**config.mk**
```make
export PLATFORM = sky130hd
export DESIGN_NAME = lb_window_mux
export DESIGN_NICKNAME = d
export VERILOG_FILES = /design/src/rtl/lb_window_mux.sv
export SDC_FILE = /design/constraint.sdc
export NUM_CORES = 1
export LEC_CHECK = 0
export BUFFER_PORTS_ARGS = -buffer_cell sky130_fd_sc_hd__buf_2
export CORE_AREA = 2 2 119 121
export CTS_CLUSTER_SIZE = 28
export DETAILED_ROUTE_END_ITERATION = 6
export DIE_AREA = 0 0 121 123
export HOLD_SLACK_MARGIN = 0.08
export PLACE_DENSITY = 0.78
export SETUP_SLACK_MARGIN = 0.4
export SYNTH_ARGS = -nofsm -noshare
export SYNTH_HDL_FRONTEND = slang
export SYNTH_SLANG_ARGS = --single-unit
```
**constraint.sdc**
```tcl
create_clock -name clk -period 5.24 [get_ports clk]
set_input_delay 0.524 -clock clk [delete_from_list [all_inputs] [get_ports clk]]
set_output_delay 0.524 -clock clk [all_outputs]
set_load 0.02 [all_outputs]
```
**src/rtl/lb_window_mux.sv**
```systemverilog
// lb_window_mux: local-bus window decoder with a latency-aligned read-data return mux and hit/miss counters
module lb_window_mux #(
  parameter int n_win = 4,
  parameter int aw = 24,
  parameter int dw = 32,
  parameter int sel_msb = 23,
  parameter int sel_lsb = 20,
  parameter logic [n_win*(sel_msb-sel_lsb+1)-1:0] win_ids = {4'd4, 4'd3, 4'd2, 4'd1},
  parameter logic [sel_msb-sel_lsb:0] base_id = '0,
  parameter int rd_lat = 2
) (
  input  logic                clk,
  input  logic                rst,
  input  logic [aw-1:0]       lb_addr,
  input  logic                lb_strobe,
  input  logic                lb_rd,
  output logic [n_win-1:0]    win_write,
  output logic [n_win-1:0]    win_read,
  input  logic [n_win*dw-1:0] win_data_in,
  input  logic [dw-1:0]       base_data_in,
  output logic [dw-1:0]       mux_data,
  output logic                mux_valid,
  input  logic                clr_counts,
  output logic [n_win*16-1:0] rd_count,
  output logic [15:0]         miss_count
);
  localparam int sw = sel_msb - sel_lsb + 1;
  localparam int iw = $clog2(n_win + 2);
  localparam logic [iw-1:0] base_idx = iw'(n_win);
  localparam logic [iw-1:0] miss_idx = iw'(n_win + 1);
  localparam logic [dw-1:0] miss_val = dw'(32'hbadc0de0);
  if (rd_lat < 1) begin : g_bad_lat
    $error("lb_window_mux: rd_lat must be >= 1");
  end
  logic [sw-1:0] sel;
  logic [iw-1:0] idx;
  logic [iw-1:0] pipe [rd_lat];
  logic [rd_lat-1:0] vpipe;
  logic unused_addr;
  assign sel = lb_addr[sel_msb:sel_lsb];
  assign unused_addr = ^lb_addr;
  // Descending scan so the lowest-indexed window wins on overlapping IDs
  always_comb begin
    idx = sel == base_id ? base_idx : miss_idx;
    for (int i = n_win - 1; i >= 0; i--)
      if (sel == win_ids[i*sw+:sw]) idx = iw'(i);
  end
  for (genvar i = 0; i < n_win; i++) begin : g_win
    logic [15:0] cnt;
    assign win_write[i] = lb_strobe & ~lb_rd & (idx == iw'(i));
    assign win_read[i] = lb_strobe & lb_rd & (idx == iw'(i));
    assign rd_count[i*16+:16] = cnt;
    always_ff @(posedge clk)
      cnt <= rst | clr_counts ? 16'd0 : win_read[i] && cnt != 16'hffff ? cnt + 16'd1 : cnt;
  end
  always_ff @(posedge clk)
    miss_count <= rst | clr_counts ? 16'd0
                : lb_strobe && idx == miss_idx && miss_count != 16'hffff ? miss_count + 16'd1
                : miss_count;
  // The select pipe shifts every cycle so the mux tracks the address even without a strobe
  always_ff @(posedge clk) begin
    if (rst) begin
      for (int k = 0; k < rd_lat; k++) pipe[k] <= base_idx;
      vpipe <= '0;
    end else begin
      pipe[0] <= idx;
      for (int k = 1; k < rd_lat; k++) pipe[k] <= pipe[k-1];
      vpipe <= (vpipe << 1) | rd_lat'(lb_strobe & lb_rd);
    end
  end
  assign mux_valid = vpipe[rd_lat-1];
  always_comb begin
    mux_data = pipe[rd_lat-1] == base_idx ? base_data_in : miss_val;
    for (int i = 0; i < n_win; i++)
      if (pipe[rd_lat-1] == iw'(i)) mux_data = win_data_in[i*dw+:dw];
  end
endmodule

```
==> results.py, run 1 <==
metrics = {
    "run_status": {
        "status": "complete, no violations",
    },
    "drt": {
        "wl_per_cell_um": 17.5,
        "dr.pass1.iters": 5,
        "ant_nets": 0,
        "vias": 7032,
        "drc": 0,
        "viasPerCell": 5.91,
        "drt_iter0_drc": 487,
        "wirelength_mm": 20.8,
    },
    "critical_path": {
        "worst-path-max-fanout": 36,
        "crit_path_end_kind": "output pin",
        "ff2ff_path_depth": 4,
        "crit_path_max_incr_delay_ns": 0.70,
        "worst_setup_path_start_kind": "flip-flop",
        "path_buf_inv": 2,
        "r2r-end": "g_win[1].cnt[2]",
        "crit_path_top_delay_cell": "dfxtp_4",
        "cp.arrival_ns": 2.63,
        "r2r_start": "g_win[1].cnt[6]",
        "crit_chain": "buf_4, mux2_2, o22a_1, nor2_1, a21oi_1, buf_2",
        "ff2ff_setup_slack_ns": 3.09,
        "worstSetupPathType": "reg -> out",
        "path_delay_family": "buffers and inverters",
        "required_ns": 4.72,
    },
    "yosys": {
        "ys_warn_count": 0,
        "synthTopCellsByArea": "dfxtp_1, mux2i_1, a21oi_1, or4_1, o31ai_1",
        "synth-simple-area-share_pct": 29.0,
        "syn_area_um2": 5930,
        "yosys_most_used_dff": "dfxtp_1",
        "synth_compound_area_share_pct": 22.7,
        "synthAdderAreaFrac_pct": 1.06,
        "syn_nets": 940,
        "synth_cell_types": 51,
        "synth-xor-area-share_pct": 0,
        "avgSynthCellArea_um2": 7.95,
        "synth_mux_area_share_pct": 12.6,
        "yosysSeqAreaShare_pct": 29.7,
        "syn-instance-count": 746,
        "synth_area_leader_cell": "dfxtp_1",
        "synth_edf_count": 0,
        "synth_seq_cells": 88,
        "synth_top_family_by_area": "simple AND/OR/NAND/NOR gates",
        "async_flop_share_pct": 0,
        "synth_top_area_share_pct": 29.7,
    },
    "placed_design": {
        "gp_congestion": 0.896,
        "port_buffers": 289,
        "dp_hpwl_mm": 15.6,
        "dp_cells": 1172,
    },
    "die": {
        "rows": 43,
        "start_util_pct": 43.6,
        "die_w_um": 121,
        "fp.coreArea_um2": 13600,
        "pin_count": 310,
        "die-area_um2": 14900,
        "die_h_um": 123,
    },
    "layout": {
        "finalNonFillerCells": 1190,
        "nNetsFinal": 1197,
        "multi_input_area_um2": 3880,
        "final-seq-area_um2": 1770,
        "area_growth_pct": 31.8,
        "drive_gt1_share_pct": 33.5,
        "nFillCells": 1262,
    },
    "pwr": {
        "power.density_nw_per_um2": 216,
        "ir_worst_vdd_v": 0.000199,
        "p_leak_uw": 0.00310,
    },
    "sta": {
        "worst_slew_pin_slew_ns": 1.12,
        "max_freq_mhz": 317,
        "finalCritPeriodShare_pct": 60.2,
        "setup_viol": 0,
        "finalMaxSlewViolations": 0,
        "fin_crit_ns": 3.16,
        "tns_ns": 0,
        "relSlewSlack_pct": 25.2,
        "clock_skew_ns": 0.00916,
        "hold_violations": 0,
        "rsz0062_at_grt": "false",
    },
    "cts": {
        "htreeDepth": 3,
        "cts.sinks": 88,
        "insertion_delay_ns": 0.35,
        "cts_tree": "yes",
        "post_cts_buffers": 0,
        "clockBufferDepth": 2,
        "cts_hold_buf": 0,
        "cts_resized": 0,
        "clkSlewWorstSetupHoldPaths_ns": 0.06,
        "cts_buffers": 9,
        "root_buffer": "clkbuf_16",
    },
    "hold_path": {
        "holdCritStartpoint": "pipe[0][2]",
        "whs_endpoint": "pipe[0][5]",
        "hold_depth": 1,
        "min_path_type": "reg -> reg",
    },
    "global_route": {
        "overflow": 0,
        "grt_use_total_pct": 25.8,
        "antenna_found_initial": 2,
        "grt_pass1_vias": 6134,
        "grt_pass1_wl_mm": 30.9,
        "grt_start_max_net_pins": 42,
    },
    "run": {
        "maxCapViolations": 0,
    },
}
-- cell families after synthesis --
family	count (synthesis)
compound gates	214
mux	73
buf+inv	72
fa+ha+maj	5
simple gates	294
flops	88
-- placed cells by master, fill, tap and decap left out, types with 17 or more instances in the layout --
master	instances
inv_1	19
or3_1	28
o31ai_1	40
nor2_1	41
nand3_1	30
nand4_1	29
o22ai_1	17
nor4_1	17
a21oi_1	94
or4_1	42
nand2_1	41
dfxtp_1	87
buf_2	289
mux2i_1	58
-- cell usage after synthesis (14+ instances only) --
library cell,count
a21oi_1,94
dfxtp_1,88
mux2i_1,58
or4_1,42
nand2_1,41
nor2_1,41
clkbuf_1,40
o31ai_1,40
nand3_1,30
nand4_1,29
or3_1,28
inv_1,19
nor4_1,18
o22ai_1,17
o21ai_0,16
mux2_2,15
o22a_1,15
nor3_1,14
-- state kept, by name, summed over array words and instances, names as in the netlist --
register,flops
vpipe,2
pipe,6
miss_count,16
g_win.cnt,64
-- per-layer routing --
layer	share of wire (%)	global-route usage, %	vias up
li1	-	-	3436
met1	41	32.6	3255
met5	0	0	-
met3	8.0	5.17	36
met2	48	43.0	305
met4	2.4	11.0	0
-- worst max path at each step --
stage          startpoint            to  slack, ns  depth (start not counted)
2_1_floorplan  pipe[0][3]  mux_data[10]       2.77                          5
3_3_place_gp   pipe[0][3]  mux_data[27]       2.45                          6
3_5_place_dp   pipe[0][3]  mux_data[27]       2.45                          6
4_1_cts        pipe[0][3]  mux_data[27]       2.07                          6
5_1_grt        pipe[0][5]   mux_data[0]       2.00                          5
6_report       pipe[0][3]  mux_data[27]       2.08                          6
-- power by group --
part,switching [µW],leakage [µW],internal (µW)
logic,141,0.00223,119
clock network,283,0.000158,466
registers,7.69,0.000710,671
-- cell type report --
cell class	count	share of cell area [%]
multi-input combinational	586	49.7
antenna	2	0.0640
timing repair buffer	299	19.5
tap	180	2.88
sequential	88	22.6
clock buffer	9	2.88
inverter	19	0.913
clock inverter	7	1.52
-- through the flow --
| stage | util [%] | power [µW] | area, µm² | hold slack [ns] | worst slack, ns |
|---|---|---|---|---|---|
| finish | 57.4 | 1690 | 7820 | 0.411 | 2.08 |
| global route | 57.4 | 1740 | 7810 | 0.426 | 2.00 |
| CTS | 57.4 | 1690 | 7810 | 0.410 | 2.07 |
| detailed placement | 54.8 | 952 | 7470 | 0.395 | 2.45 |
| global placement | 54.8 | 950 | 7470 | 0.401 | 2.45 |
| floorplan | - | 839 | 5930 | 0.389 | 2.77 |
No activity file was read; power rests on OpenSTA's default activity.
==> inputs of run 2 (changes only) <==
- ABC_AREA: not set -> 1
- CORE_AREA: 2 2 119 121 -> 2 2 122 124
- DIE_AREA: 0 0 121 123 -> 0 0 124 126
- PLACE_DENSITY: 0.78 -> 0.77
- clock period: 5.24 -> 3.1 ns (I/O delays scaled with it)
==> run 2 against run 1 <==
Against the previous run: combinational power increased by 45%; utilization is 0.98 points lower; critical path depth grew 1; cell count rose by 22%; global-route usage is 0.17 points lower; worst hold slack lost 0.16 ns; critical endpoint is now mux_data[23]; highest routed layer is now met5.
==> results.py, run 2 <==
metrics = {
    "run_status": {
        "status": "complete, no violations",
    },
    "sta": {
        "worst_slew_pin_slew_ns": 0.590,
        "tns_ns": 0,
        "relSlewSlack_pct": 60.7,
        "hold_violations": 0,
        "fin_crit_ns": 2.57,
        "finalCritPeriodShare_pct": 82.9,
        "clock_skew_ns": 0.00474,
        "max_freq_mhz": 389,
        "finalMaxSlewViolations": 0,
        "setup_viol": 0,
        "rsz0062_at_grt": "false",
    },
    "die": {
        "die_w_um": 124,
        "pin_count": 310,
        "die_h_um": 126,
        "rows": 44,
        "start_util_pct": 43.3,
        "die-area_um2": 15600,
        "fp.coreArea_um2": 14300,
    },
    "global_route": {
        "grt_use_total_pct": 25.7,
        "grt_pass1_vias": 6575,
        "overflow": 0,
        "grt_pass1_wl_mm": 31.9,
        "antenna_found_initial": 10,
        "grt_start_max_net_pins": 46,
    },
    "drt": {
        "dr.pass1.iters": 5,
        "drt_iter0_drc": 407,
        "wl_per_cell_um": 14.6,
        "vias": 7436,
        "drc": 0,
        "wirelength_mm": 21.2,
        "viasPerCell": 5.11,
        "ant_nets": 0,
    },
    "layout": {
        "area_growth_pct": 30.3,
        "nNetsFinal": 1451,
        "top_regs": "g_win.cnt (64), miss_count (16), pipe (6)",
        "final-seq-area_um2": 1760,
        "largest_register": "g_win.cnt",
        "final_cell_mix": "nand2_1, buf_2, nor2_1, a21oi_1, dfxtp_1",
        "finalNonFillerCells": 1454,
        "nFillCells": 1469,
        "multi_input_area_um2": 3970,
        "drive_gt1_share_pct": 29.4,
        "final_common_cell": "nand2_1",
        "largest_reg_flops": 64,
    },
    "yosys": {
        "synth_cell_types": 38,
        "synthTopCellsByArea": "dfxtp_1, nand2_1, nor2_1, a21oi_1, nand3_1",
        "yosys_most_used_dff": "dfxtp_1",
        "synth_mux_area_share_pct": 0,
        "yosysSeqAreaShare_pct": 28.4,
        "synth_area_leader_cell": "dfxtp_1",
        "synth-simple-area-share_pct": 43.1,
        "yosysMostFrequentCell": "nand2_1",
        "ys_warn_count": 0,
        "synth_edf_count": 0,
        "syn-instance-count": 983,
        "synthAdderAreaFrac_pct": 1.01,
        "syn_nets": 1177,
        "synth.top_cells.by_count": "nand2_1, nor2_1, a21oi_1",
        "synth_compound_area_share_pct": 12.9,
        "async_flop_share_pct": 0,
        "synth_top_area_share_pct": 28.4,
        "synth_top_family_by_area": "simple AND/OR/NAND/NOR gates",
        "syn_area_um2": 6200,
        "avgSynthCellArea_um2": 6.30,
        "synth_seq_cells": 88,
        "synth-xor-area-share_pct": 7.07,
    },
    "cts": {
        "insertion_delay_ns": 0.34,
        "clkSlewWorstSetupHoldPaths_ns": 0.06,
        "root_buffer": "clkbuf_16",
        "htreeDepth": 3,
        "cts.sinks": 88,
        "clockBufferDepth": 2,
        "cts_hold_buf": 0,
        "cts_tree": "yes",
        "cts_buffers": 9,
    },
    "critical_path": {
        "crit_path_max_incr_delay_ns": 0.40,
        "required_ns": 2.79,
        "worst_path_most_repeated_cell": "buf_4",
        "crit_chain": "buf_4, nor2_2, nand2_1, buf_4, nor2_1, nor4_1, buf_2",
        "worst_setup_path_start_kind": "flip-flop",
        "worstSetupPathType": "reg -> out",
        "cp.arrival_ns": 2.26,
        "worst-path-max-fanout": 31,
        "crit_path_top_delay_cell": "nor4_1",
        "crit_path_end_kind": "output pin",
    },
    "hold_path": {
        "min_path_type": "in -> reg",
    },
    "run": {
        "maxCapViolations": 0,
    },
    "pwr": {
        "power.density_nw_per_um2": 333,
        "switching_share_pct": 25.7,
        "ir_worst_vdd_v": 0.000313,
        "p_switching_uw": 692,
        "p_leak_uw": 0.00357,
        "intPower_uw": 2000,
        "p_seq_share_pct": 42.3,
        "clockPowerShare_pct": 43.6,
        "pwr-share-comb_pct": 14.0,
    },
    "placed_design": {
        "dp_cells": 1430,
        "port_buffers": 289,
        "gp_congestion": 0.917,
        "dp_hpwl_mm": 16.5,
    },
}
-- run 2: cell type report --
cell class | count | area share (%)
Antenna cell | 8 | 0.248
Clock inverter | 7 | 1.18
Multi-Input combinational cell | 795 | 49.2
Clock buffer | 9 | 2.79
Inverter | 66 | 3.16
Tap cell | 184 | 2.85
Timing Repair Buffer | 297 | 18.8
Sequential cell | 88 | 21.8
-- run 2: repair_timing --
action | 4_1_cts | 5_1_grt
setup buffers | 0 | 0
endpoints found under the setup margin | 0 | 3
gates resized for setup | 0 | 2
-- run 2: logic make-up after synthesis --
| logic type | after synthesis |
|---|---|
| AOI/OAI and AO/OA | 137 |
| adders and majority gates | 5 |
| xor gates and xnor gates | 50 |
| and+or+nand+nor | 603 |
| buffers and inverters | 100 |
| DFF | 88 |
-- run 2: worst paths after layout --
path	startpoint	end	slack, ns	cells past startpoint
worst min register to register	pipe[0][0]	pipe[0][3]	0.40	2
worst max-delay path	pipe[0][5]	mux_data[23]	0.53	7
worst max register to register	g_win[2].cnt[0]	g_win[2].cnt[15]	1.20	8
worst min-delay path	rst	pipe[0][3]	0.25	2
-- run 2: power by group through the flow --
stage,logic [µW],clock network (µW),registers [µW]
4_1_cts,377,1210,1140
2_1_floorplan,187,0,1170
6_report,377,1180,1140
3_3_place_gp,374,0,1170
5_1_grt,409,1240,1140
3_5_place_dp,376,0,1170
-- run 2: per-layer routing --
layer | routed length (µm) | track usage (%) | vias up
met5 | 24 | 0 | -
met4 | 720 | 10.6 | 4
met3 | 2000 | 7.34 | 53
met2 | 9890 | 43.8 | 297
met1 | 8590 | 29.8 | 3316
li1 | - | - | 3766
-- run 2: worst max-delay path: cells and delay by family, from the launching register on --
family	cells	cell delay [ns]
buffers and inverters	3	0.88
flip-flops	1	0.31
AND/OR/NAND/NOR	4	0.73
-- run 2: through the flow --
step | util (%) | power (µW) | hold WS, ns | cell area [µm²] | setup slack (ns)
2_1_floorplan | - | 1350 | 0.388 | 6200 | 1.12
3_3_place_gp | 54.0 | 1540 | 0.395 | 7730 | 0.912
3_5_place_dp | 54.0 | 1540 | 0.397 | 7730 | 0.844
4_1_cts | 56.2 | 2720 | 0.240 | 8050 | 0.459
5_1_grt | 56.4 | 2790 | 0.268 | 8080 | 0.407
6_report | 56.4 | 2690 | 0.253 | 8080 | 0.530
